`src/rtl/shift_add_multiplier.sv`:
```
// Multi-cycle unsigned shift-and-add multiplier: one partial product per clock around a WIDTH+1 bit adder.
// Optional feature macro: MUL_OVF_FLAG_EN adds the ovf output (product does not fit in WIDTH bits).
module shift_add_multiplier #(
  parameter int WIDTH = 32,
  parameter int CNT_W = 6
) (
  input  logic                 clk,
  input  logic                 reset,
  input  logic                 start,
  input  logic [WIDTH-1:0]     mcand,
  input  logic [WIDTH-1:0]     mplier,
  output logic                 busy,
  output logic                 done,
`ifdef MUL_OVF_FLAG_EN
  output logic                 ovf,
`endif
  output logic [2*WIDTH-1:0]   product
);

  // state | meaning
  // IDLE  | waiting for start; product holds last result
  // RUN   | one add/shift step per cycle, WIDTH steps
  // DONE  | single cycle, done pulse, product valid
  typedef enum logic [1:0] {
    IDLE = 2'd0,
    RUN  = 2'd1,
    DONE = 2'd2
  } state_t;

  state_t state, state_nxt;

  logic [WIDTH-1:0]   mcand_r;
  logic [WIDTH-1:0]   acc_hi;
  logic [WIDTH-1:0]   lo;
  logic [CNT_W-1:0]   counter;
  logic [WIDTH:0]     sum;
  logic [2*WIDTH-1:0] prod_nxt;
  logic               last_step;

  // Carry-out lands in sum[WIDTH] and is shifted into the accumulator MSB.
  assign sum       = {1'b0, acc_hi} + ({1'b0, mcand_r} & {(WIDTH+1){lo[0]}});
  assign prod_nxt  = {sum, lo[WIDTH-1:1]};
  assign last_step = (counter == CNT_W'(WIDTH-1));

  always_ff @(posedge clk or posedge reset) begin
    if (reset) state <= IDLE;
    else       state <= state_nxt;
  end

  always_comb begin
    state_nxt = state;
    busy      = 1'b0;
    done      = 1'b0;
    unique case (state)
      IDLE: if (start) state_nxt = RUN;
      RUN: begin
        busy = 1'b1;
        if (last_step) state_nxt = DONE;
      end
      DONE: begin
        done      = 1'b1;
        state_nxt = IDLE;
      end
      default: state_nxt = IDLE;
    endcase
  end

  always_ff @(posedge clk or posedge reset) begin
    if (reset) begin
      mcand_r <= '0;
      acc_hi  <= '0;
      lo      <= '0;
      counter <= '0;
    end else begin
      unique case (state)
        IDLE: if (start) begin
          mcand_r <= mcand;
          lo      <= mplier;
          acc_hi  <= '0;
          counter <= '0;
        end
        RUN: begin
          acc_hi  <= sum[WIDTH:1];
          lo      <= {sum[0], lo[WIDTH-1:1]};
          counter <= counter + CNT_W'(1);
        end
        default: ;
      endcase
    end
  end

  // Result register only loads on the final step so it is stable in IDLE and RUN.
  always_ff @(posedge clk or posedge reset) begin
    if (reset) begin
      product <= '0;
`ifdef MUL_OVF_FLAG_EN
      ovf     <= 1'b0;
`endif
    end else if (state == RUN && last_step) begin
      product <= prod_nxt;
`ifdef MUL_OVF_FLAG_EN
      ovf     <= |prod_nxt[2*WIDTH-1:WIDTH];
`endif
    end
  end

endmodule

```
`config.mk`:
```
export PLATFORM = sky130hd
export DESIGN_NAME = shift_add_multiplier
export DESIGN_NICKNAME = d
export VERILOG_FILES = /design/src/rtl/shift_add_multiplier.sv
export SDC_FILE = /design/constraint.sdc
export NUM_CORES = 1
export LEC_CHECK = 0
export ABC_CLOCK_PERIOD_IN_PS = 8060
export CAP_MARGIN = 25
export CORE_MARGIN = 4
export CORE_UTILIZATION = 54
export DETAILED_ROUTE_END_ITERATION = 16
export GPL_TIMING_DRIVEN = 0
export PLACE_DENSITY = 0.8
export SKIP_CTS_REPAIR_TIMING = 1
export SLEW_MARGIN = 20
export SYNTH_ARGS = -nofsm -noshare
export SYNTH_HDL_FRONTEND = slang
export SYNTH_SLANG_ARGS = --single-unit
```
`constraint.sdc`:
```
create_clock -name clk -period 8.06 [get_ports clk]
set_input_delay 1.612 -clock clk [delete_from_list [all_inputs] [get_ports clk]]
set_output_delay 1.612 -clock clk [all_outputs]
set_load 0.02 [all_outputs]
```
==> results of run 1 <==
## worst max path at each step
stage	start	to	slack [ns]	cells past startpoint
6_report	state[1]	busy	3.61	6
5_1_grt	state[1]	busy	3.49	6
4_1_cts	state[1]	busy	3.61	6
3_5_place_dp	start	mcand_r[0]	3.47	7
3_3_place_gp	reset	product[38]	-0.39	2
2_1_floorplan	reset	acc_hi[0]	1.90	1
## cell usage after synthesis (all sizes together) (3+ instances only)
cell,number,area [sq um]
a21o,10,75.07
a21oi,66,337.8
a22o,24,210.2
a22oi,18,135.1
a31oi,3,18.77
a41o,3,30.03
and2,32,200.2
and3,4,25.02
and3b,16,140.1
buf,10,38.78
clkbuf,40,150.1
dfrtp,168,4204
ha,33,412.9
inv,19,71.32
mux2,36,405.4
nand2,211,792.0
nand2b,3,18.77
nand3,14,70.07
nand4,5,31.28
nor2,15,56.30
nor2b,21,131.4
nor3,9,45.04
o211ai,3,22.52
o21ai,70,350.3
o21bai,6,45.04
o31ai,4,35.03
xnor2,16,140.1
xor2,14,122.6
## metal layers
layer / track usage / wire [um] / vias up
met1: 0.3363 / 9646 / 3602
met3: 0.05176 / 1271 / 48
met5: 0 / 0 / -
li1: - / - / 3417
met2: 0.4253 / 10960 / 258
met4: 0.08400 / 637 / 0
## kinds of logic (layout without fill, tap and decap cells)
| kind of cell | Yosys count | count (layout) | share of synthesized area |
|---|---|---|---|
| AO/OA/AOI/OAI | 227 | 227 | 0.1707 |
| XOR/XNOR | 30 | 30 | 0.03068 |
| adder cells (fa/ha/maj) | 34 | 34 | 0.05056 |
| buffers and inverters | 69 | 234 | 0.03039 |
| flip-flops | 168 | 168 | 0.4909 |
| multiplexers | 36 | 36 | 0.04734 |
| AND/OR/NAND/NOR | 333 | 333 | 0.1794 |
## worst register-to-register path, delay by kind of cell (launching register included)
kind | cells | cell delay [ns]
compound gates | 5 | 1.34
buf+inv | 3 | 0.58
fa+ha+maj | 2 | 0.57
flops | 1 | 0.52
mux | 1 | 0.27
simple gates | 1 | 0.21
xor+xnor | 1 | 0.19
## power by group through the flow
stage	registers (mW)	logic (mW)	clock network (mW)
after floorplan	1.53	1.26	0
after global placement	1.44	1.93	0
after detailed placement	1.46	1.98	0
after CTS	1.45	2.01	0.815
after global routing	1.50	2.20	0.851
final	1.45	2.01	0.804
## cell type report
class / count / area, sq um / area share
Clock inverter: 11 / 123.9 / 0.01150
Inverter: 19 / 78.83 / 0.007320
Multi-Input combinational cell: 660 / 4099 / 0.3807
Tap cell: 211 / 264.0 / 0.02452
Timing Repair Buffer: 133 / 1349 / 0.1253
Clock buffer: 21 / 460.4 / 0.04276
Buffer: 50 / 188.9 / 0.01755
Sequential cell: 168 / 4204 / 0.3904
## sequential cells by signal, summed over array words and instances (netlist names)
| signal | count |
|---|---|
| lo | 32 |
| state | 2 |
| product | 64 |
| mcand_r | 32 |
| counter | 6 |
| acc_hi | 32 |
==> key figures, run 1 <==
Power
  • P_leak: just under 5 nW
  • VDD IR-drop max: between 0.0002 and 0.00025 V
  • Clk network pwr share: 0.188
  • Sw Ratio: 0.3931
  • Internal: between 2 and 3 mW
  • Reported net switching power: ~1.7 mW
  • Gate power share: 0.471
  • Power density cells: around 400 nW/um^2
  • Power Total: ~4.3 mW
  • Flop pwr share: 0.341

Critical path
  • Startpoint types: register
  • Critical-path top delay cell: clkdlybuf4s50_1
  • CP max FO: 10
  • CP Capture Type: primary output
  • R2r setup slk: 4.27 ns
  • WP buf/inv: 5
  • Worst r2r path cells: 13
  • Slowest stage delay, CP: around 0.72 ns
  • Crit path required time: around 6.5 ns
  • CP dominant cell by count: clkbuf_1
  • Worst r2r dst: product[59]
  • Worst Setup Path Type: register to primary output
  • Family with the most delay on the worst path: buffers and inverters
  • Critical Path, Cell by Cell: clkbuf_1 > nand2b_1 > clkbuf_1 > inv_2 > buf_1 > clkdlybuf4s50_1
  • Origin of the critical flop-to-flop path: lo[0]
  • Arr. time, crit path: approximately 2.8 ns

Detailed routing
  • Detail Route Antenna Nets: 0
  • 1st-pass router iterations: 5
  • WL/cell: ~18 um
  • DRC violations left: 0
  • Final WL: approximately 23 mm
  • Initial drt markers: 433
  • Via-to-Cell Ratio: between 5 and 6
  • Via count: 7,325

Placement
  • Final GP Congestion: 0.8878
  • Pre-CTS setup slack: ~3.5 ns
  • Hpwl dp: between 15 and 20 mm
  • Port Buffers: 132
  • Placed Cells: approximately 1,200
  • DP Area: 10,180 sq um

GRT
  • Pin count of the biggest net entering global routing: just under 100
  • Vias in the first global route: ~7,300
  • Antenna violations before repair: 0
  • Total GRT Usage: 0.2552
  • Global-route wire length before repair: between 30 and 40 mm
  • GRT overflow: 0

Hold path
  • Hold depth: 2
  • Hold Path Class: register to register
  • Hold Path Origin: product[12]
  • Min-Delay Endpoint: product[12]

STA
  • Worst Setup Slack, final: roughly 3.6 ns
  • Final Setup Violations: 0
  • Slew Limit Fails: 0
  • Max Clock Freq: approximately 220 MHz
  • Period minus WS final: ~4.5 ns
  • Least-Margin Pin Slew: just under 0.7 ns
  • Final Hold Viols: 0
  • Sum Neg Setup Slack: 0 ns
  • Min Hold Slack: 0.4712 ns
  • Slew HR: 0.5435
  • Final Cycle Share: 0.5525
  • RSZ-0062 raised after global routing: no
  • Worst Skew: 0.01329 ns

Logic synthesis
  • Cell Area, Synth: 8563 sq um
  • Flops & latches, synth: about 170
  • Yosys warns: 0
  • Gate count after technology mapping: about 900
  • Mean Syn Cell Area: 9.547 sq um
  • Most used flip-flop cell after synthesis: dfrtp_1
  • Synth cell types: 53
  • Post-synth EDFFs: 0
  • Ys async rst share: 1.000
  • Mapped Nets: ~1,000
  • Sequential-to-total area share from yosys stat: 0.4909

CTS
  • Clk sinks: about 170
  • CTS tree: built
  • CTS Buf Count: 17
  • Clock latency on the worst-skew pair: 0.43 ns
  • CTS max path bufs: 2
  • Root Driver: clkbuf_16
  • # H-tree levels: 4
  • Clock slew at reported path FFs: about 0.070 ns

Cells and area
  • Final Cell Area: approximately 11,000 sq um
  • Nets: around 1,200
  • Antenna diodes: 0
  • Fill cell count: roughly 1,200
  • Non-Filler Instances: between 1,000 and 1,500
  • Synth-to-layout area growth: 25.74%
  • Fraction of layout cells with a size suffix above 1: 0.07533
  • Most frequent cells in the layout: nand2_1, dfrtp_1, clkdlybuf4s50_1
  • Commonest non-fill, non-tap cell in the layout: nand2_1
  • Fin util: 0.7005

Die
  • Die Ht: 133.9 um
  • Rows: 45
  • Initial core utilization: 0.5571
  • Die W: around 130 um
  • IO Count: 133
  • Die area: 17,940 sq um
  • Total core area: between 15,000 and 20,000 sq um

Flow run
  • Max-cap violations: 0

Status
  • Outcome: completed
Power figures use the tool's default switching activity.
==> run 2, diff against run 1 <==
--- a/config.mk
+++ b/config.mk
@@ -5,7 +5,7 @@
 export SDC_FILE = /design/constraint.sdc
 export NUM_CORES = 1
 export LEC_CHECK = 0
-export ABC_CLOCK_PERIOD_IN_PS = 8060
+export ABC_CLOCK_PERIOD_IN_PS = 4460
 export CAP_MARGIN = 25
 export CORE_MARGIN = 4
 export CORE_UTILIZATION = 54
==> constraint.sdc (replaced) <==
create_clock -name clk -period 4.46 [get_ports clk]
set_input_delay 0.892 -clock clk [delete_from_list [all_inputs] [get_ports clk]]
set_output_delay 0.892 -clock clk [all_outputs]
set_load 0.02 [all_outputs]
==> run 2 against run 1 <==
Net effect: sequential power increased by 81%; die area unchanged; sequential share of layout area decreased by 0.36 points; clock skew down 0.0054 ns; global-route usage rose by 0.060 points; critical path depth is 7 higher.
==> key figures, run 2 (same netlist as run 1, synthesis figures left out) <==
Status
  • Outcome: completed

Critical path
  • Arr. time, crit path: 4.11 ns (+1.27 ns)
  • Origin of the critical flop-to-flop path: lo[0]
  • CP Capture Type: register
  • CP max FO: 10 (unchanged)
  • Startpoint types: register
  • Crit path required time: 4.78 ns (-1.67 ns)
  • Crit path from: lo[0]
  • Worst Setup Path Type: register to register

GRT
  • GRT overflow: 0 (unchanged)
  • Global-route wire length before repair: 36.52 mm (-0.58%)
  • Vias in the first global route: 7,250 (-0.82%)
  • Pin count of the biggest net entering global routing: 34 (-65%)
  • Total GRT Usage: 0.2558 (+0.0006049)
  • Antenna violations before repair: 0 (unchanged)

CTS
  • Clk sinks: 168 (unchanged)
  • CTS Buf Count: 17 (unchanged)
  • CTS max path bufs: 2 (unchanged)
  • Clock latency on the worst-skew pair: 0.44 ns (about the same)
  • # H-tree levels: 4 (unchanged)
  • Clock slew at reported path FFs: 0.07 ns (about the same)
  • CTS tree: built
  • Root Driver: clkbuf_16

Cells and area
  • Commonest non-fill, non-tap cell in the layout: nand2_1
  • Most frequent cells in the layout: nand2_1, dfrtp_1, clkdlybuf4s50_1
  • Largest reg by FF count: product
  • Nets: 1,154 (+0.35%)
  • Antenna diodes: 0 (unchanged)
  • Synth-to-layout area growth: 26.90%
  • Fraction of layout cells with a size suffix above 1: 0.08068 (+0.005346)
  • Fill cell count: 1,171 (-2.6%)
  • Max FFs per register: 64 (unchanged)
  • Multi-input logic area: 4099 sq um (unchanged)
  • Seq. cell area: 4204 sq um (unchanged)

STA
  • Final Hold Viols: 0 (unchanged)
  • Max Clock Freq: roughly 260 MHz
  • Slew Limit Fails: 0 (unchanged)
  • Final Setup Violations: 0 (unchanged)
  • Worst Skew: 0.007890 ns (-0.005401 ns)
  • Final Cycle Share: 0.8494
  • Slew HR: 0.4696 (-0.07381)
  • RSZ-0062 raised after global routing: no
  • Sum Neg Setup Slack: 0 ns (unchanged)
  • Period minus WS final: about 3.8 ns
  • Least-Margin Pin Slew: 0.7955 ns (+0.1107 ns)

Detailed routing
  • Via-to-Cell Ratio: 5.644 (-1.9%)
  • Via count: 7,208 (-1.6%)
  • DRC violations left: 0 (unchanged)
  • Initial drt markers: 507 (+17%)
  • Detail Route Antenna Nets: 0 (unchanged)
  • 1st-pass router iterations: 5 (unchanged)
  • Final WL: 22.29 mm (-1.0%)
  • WL/cell: 17.45 um (-1.3%)

Power
  • Power Total: 7.782 mW (+82%)
  • VDD IR-drop max: 0.0003521 V (+45%)
  • Clk network pwr share: 0.199 (+0.011)
  • P_leak: 5.002 nW (+1.0%)
  • Gate power share: 0.464 (-0.007)
  • Sw Ratio: 0.3930 (about the same)
  • Reported net switching power: 3.058 mW (+82%)
  • Internal: 4.724 mW (+82%)
  • Power density cells: 716.1 nW/um^2 (+81%)
  • Flop pwr share: 0.337 (-0.004)

Placement
  • Final GP Congestion: 0.8931 (+0.60%)
  • Port Buffers: 132 (unchanged)
  • Hpwl dp: 16.45 mm (+1.2%)

Die
  • Die area: 17,940 sq um (unchanged)
  • Die W: 133.9 um (unchanged)
  • Initial core utilization: 0.5571 (unchanged)
  • Die Ht: 133.9 um (unchanged)
  • IO Count: 133 (unchanged)
  • Total core area: 15,370 sq um (unchanged)
  • Rows: 45 (unchanged)

Hold path
  • Hold Path Origin: product[19]
  • Hold Path Class: register to register

Flow run
  • Max-cap violations: 0 (unchanged)
## run 2: critical path, stage by stage (launching register included)
cell,delay (ns)
dfrtp_1,0.55
clkbuf_1,0.37
and2_1,0.19
ha_1,0.16
inv_1,0.06
fa_1,0.42
inv_1,0.09
a21o_1,0.14
a41o_1,0.30
a311oi_4,0.18
o31ai_2,0.58
a21oi_2,0.16
xnor2_1,0.19
mux2_2,0.27
## run 2: final timing paths
| kind | endpoint | slack [ns] | depth (start not counted) |
|---|---|---|---|
| hold reg to reg | product[19] | 0.47 | 2 |
| max in group asynchronous | product[36] | 2.55 | 5 |
| hold / removal | product[19] | 0.47 | 2 |
| setup reg to reg | product[59] | 0.67 | 13 |
| min in group asynchronous | product[63] | 0.91 | 2 |
| setup / recovery | product[59] | 0.67 | 13 |
## run 2: metal layers
layer | track usage | part of all wire | up-vias
met1 | 0.3455 | 0.44 | 3509
li1 | - | - | 3420
met3 | 0.04501 | 0.056 | 36
met2 | 0.4200 | 0.49 | 243
met5 | 0 | 0 | -
met4 | 0.08800 | 0.018 | 0
## run 2: power groups by stage
stage | clock [mW] | combinational (mW) | sequential, mW
after floorplan | 0 | 2.28 | 2.77
after global placement | 0 | 3.49 | 2.61
after detailed placement | 0 | 3.57 | 2.63
after CTS | 1.57 | 3.61 | 2.62
after global routing | 1.63 | 3.99 | 2.70
final | 1.55 | 3.61 | 2.62
## run 2: layout make-up
cell class / instances / share of cell area
clock buffers: 17 / 0.03915
flip-flops and latches: 168 / 0.3869
well taps: 211 / 0.02429
clock inverters: 15 / 0.01739
repair buffers: 137 / 0.1308
plain buffers: 50 / 0.01739
multi-input cells: 660 / 0.3772
inverters: 19 / 0.006908
## run 2: through the flow
step	hold slack [ns]	worst slack, ns	util	instance area [sq um]	std cells
4_1_cts	0.4783	0.7089	0.7070	10870	1277
3_5_place_dp	0.4616	0.5915	0.6670	10250	1245
3_3_place_gp	0.4581	0.02573	0.6605	10150	1240
5_1_grt	0.5004	0.4831	0.7070	10870	1277
2_1_floorplan	0.4551	1.427	-	8567	897
6_report	0.4719	0.6716	0.7070	10870	1277
==> run 3, diff against run 2 <==
--- a/config.mk
+++ b/config.mk
@@ -5,7 +5,7 @@
 export SDC_FILE = /design/constraint.sdc
 export NUM_CORES = 1
 export LEC_CHECK = 0
-export ABC_CLOCK_PERIOD_IN_PS = 4460
+export ABC_CLOCK_PERIOD_IN_PS = 3800
 export CAP_MARGIN = 25
 export CORE_MARGIN = 4
 export CORE_UTILIZATION = 54
==> constraint.sdc (replaced) <==
create_clock -name clk -period 3.8 [get_ports clk]
set_input_delay 0.76 -clock clk [delete_from_list [all_inputs] [get_ports clk]]
set_output_delay 0.76 -clock clk [all_outputs]
set_load 0.02 [all_outputs]
==> run 3 against run 2 <==
Net effect: sequential share of layout area barely moved; critical path type is now register to primary output; global-route usage barely moved; largest power group unchanged; highest routed layer unchanged; critical path depth fell by 7; clock power rose by 17%; non-clock buffer count did not move.
==> key figures, run 3 (same netlist as run 1, synthesis figures left out) <==
Die
  • IO Count: 133 (unchanged)
  • Total core area: 15,370 sq um (unchanged)
  • Die area: 17,940 sq um (unchanged)
  • Die Ht: 133.9 um (unchanged)
  • Rows: 45 (unchanged)
  • Die W: 133.9 um (unchanged)
  • Initial core utilization: 0.5571 (unchanged)

GRT
  • Total GRT Usage: 0.2560 (about the same)
  • Vias in the first global route: 7,245 (-0.069%)
  • Global-route wire length before repair: 36.54 mm (about the same)
  • Antenna violations before repair: 0 (unchanged)
  • GRT overflow: 0 (unchanged)
  • Pin count of the biggest net entering global routing: 34 (unchanged)

Power
  • Internal: 5.548 mW (+17%)
  • Flop pwr share: 0.337 (about the same)
  • VDD IR-drop max: 0.0004164 V (+18%)
  • Power density cells: 841.0 nW/um^2 (+17%)
  • Power Total: 9.147 mW (+18%)
  • Clk network pwr share: 0.199 (about the same)
  • P_leak: 5.006 nW (about the same)
  • Gate power share: 0.464 (about the same)
  • Reported net switching power: 3.599 mW (+18%)
  • Sw Ratio: 0.3935 (+0.0004866)

STA
  • Sum Neg Setup Slack: 0 ns (unchanged)
  • Period minus WS final: between 3 and 4 ns
  • Worst Skew: 0.008053 ns (+0.0001628 ns)
  • Max Clock Freq: about 270 MHz
  • Final Hold Viols: 0 (unchanged)
  • Slew HR: 0.4678 (-0.001847)
  • Final Cycle Share: 0.9581
  • Final Setup Violations: 0 (unchanged)
  • Slew Limit Fails: 0 (unchanged)
  • RSZ-0062 raised after global routing: no
  • Least-Margin Pin Slew: 0.7983 ns (+0.002769 ns)
  • Min Hold Slack: 0.4718 ns (-0.00003000 ns)
  • Worst Setup Slack, final: 0.1592 ns (-0.5124 ns)

CTS
  • # H-tree levels: 4 (unchanged)
  • CTS Buf Count: 17 (unchanged)
  • CTS tree: built
  • Clock slew at reported path FFs: 0.07 ns (about the same)
  • Root Driver: clkbuf_16
  • Clk sinks: 168 (unchanged)
  • Clock latency on the worst-skew pair: 0.44 ns (about the same)
  • CTS max path bufs: 2 (unchanged)

Critical path
  • Worst r2r dst: product[62]
  • CP max FO: 10 (unchanged)
  • Startpoint types: register
  • Origin of the critical flop-to-flop path: lo[0]
  • Slowest stage delay, CP: 0.72 ns (+0.14 ns)
  • Arr. time, crit path: 2.88 ns (-1.23 ns)
  • Crit path required time: 3.04 ns (-1.74 ns)
  • Worst r2r path cells: 12 (-1)
  • Critical Path, Cell by Cell: clkbuf_1 > nand2b_1 > clkbuf_1 > inv_2 > buf_1 > clkdlybuf4s50_1
  • CP Capture Type: primary output
  • R2r setup slk: 0.20 ns (-0.47 ns)
  • CP dominant cell by count: clkbuf_1
  • Critical-path top delay cell: clkdlybuf4s50_1
  • Worst Setup Path Type: register to primary output

Status
  • Outcome: completed

Hold path
  • Hold Path Origin: product[20]
  • Min-Delay Endpoint: product[20]
  • Hold depth: 2 (unchanged)
  • Hold Path Class: register to register

Cells and area
  • Most frequent cells in the layout: nand2_1, dfrtp_1, clkdlybuf4s50_1
  • Nets: 1,154 (unchanged)
  • Max FFs per register: 64 (unchanged)
  • Non-Filler Instances: 1,277 (unchanged)
  • Commonest non-fill, non-tap cell in the layout: nand2_1
  • Antenna diodes: 0 (unchanged)
  • Largest reg by FF count: product
  • Synth-to-layout area growth: 27.02% (about the same)
  • Fin util: 0.7076 (about the same)
  • Fraction of layout cells with a size suffix above 1: 0.08161 (+0.0009381)
  • Final Cell Area: 10,880 sq um (about the same)

Detailed routing
  • WL/cell: 17.50 um (+0.26%)
  • DRC violations left: 0 (unchanged)
  • 1st-pass router iterations: 5 (unchanged)
  • Final WL: 22.35 mm (+0.26%)
  • Detail Route Antenna Nets: 0 (unchanged)
  • Initial drt markers: 618 (+22%)
  • Via count: 7,218 (+0.14%)
  • Via-to-Cell Ratio: 5.652 (+0.14%)

Flow run
  • Max-cap violations: 0 (unchanged)

Placement
  • Placed Cells: 1,245 (unchanged)
  • Pre-CTS setup slack: 0.06345 ns (-0.5280 ns)
  • DP Area: 10,250 sq um (unchanged)
  • Final GP Congestion: 0.8931 (unchanged)
  • Hpwl dp: 16.45 mm (unchanged)
  • Port Buffers: 132 (unchanged)
## run 3: cell counts in the layout (fill, tap and decap cells not counted)
Identical to the previous run, type by type.
## run 3: worst max-delay path by stage
stage                        start          end  slack, ns  cells after the start
after floorplan              reset    acc_hi[0]       0.90                      1
after global placement       reset    acc_hi[7]      -0.50                      2
after detailed placement     start   mcand_r[3]       0.06                      7
after CTS                    lo[0]  product[59]       0.06                     13
after global routing      state[1]         busy       0.04                      6
final                     state[1]         busy       0.16                      6
## run 3: power groups by stage
stage,Sequential (mW),Clock (mW),Combinational [mW]
floorplan,3.25,0,2.68
global placement,3.06,0,4.09
detailed placement,3.09,0,4.20
CTS,3.07,1.84,4.23
global route,3.17,1.91,4.69
finish,3.08,1.82,4.25
## run 3: cell type report
type | count | area (sq um)
Timing Repair Buffer | 137 | 1421
Clock buffer | 17 | 425.4
Inverter | 19 | 75.07
Fill cell | 1170 | 4494
Clock inverter | 15 | 188.9
Buffer | 50 | 190.2
Sequential cell | 168 | 4204
Tap cell | 211 | 264.0
Multi-Input combinational cell | 660 | 4108
## run 3: critical path, delay by kind of cell (launching register included)
family	cells	cell delay, ns
flip-flops	1	0.36
AND/OR/NAND/NOR	1	0.20
buffers and inverters	5	1.88
## run 3: per-layer routing
layer | GRT usage | part of all wire
met1 | 0.3460 | 0.43
met2 | 0.4203 | 0.49
met3 | 0.04501 | 0.061
met4 | 0.08743 | 0.018
met5 | 0 | 0
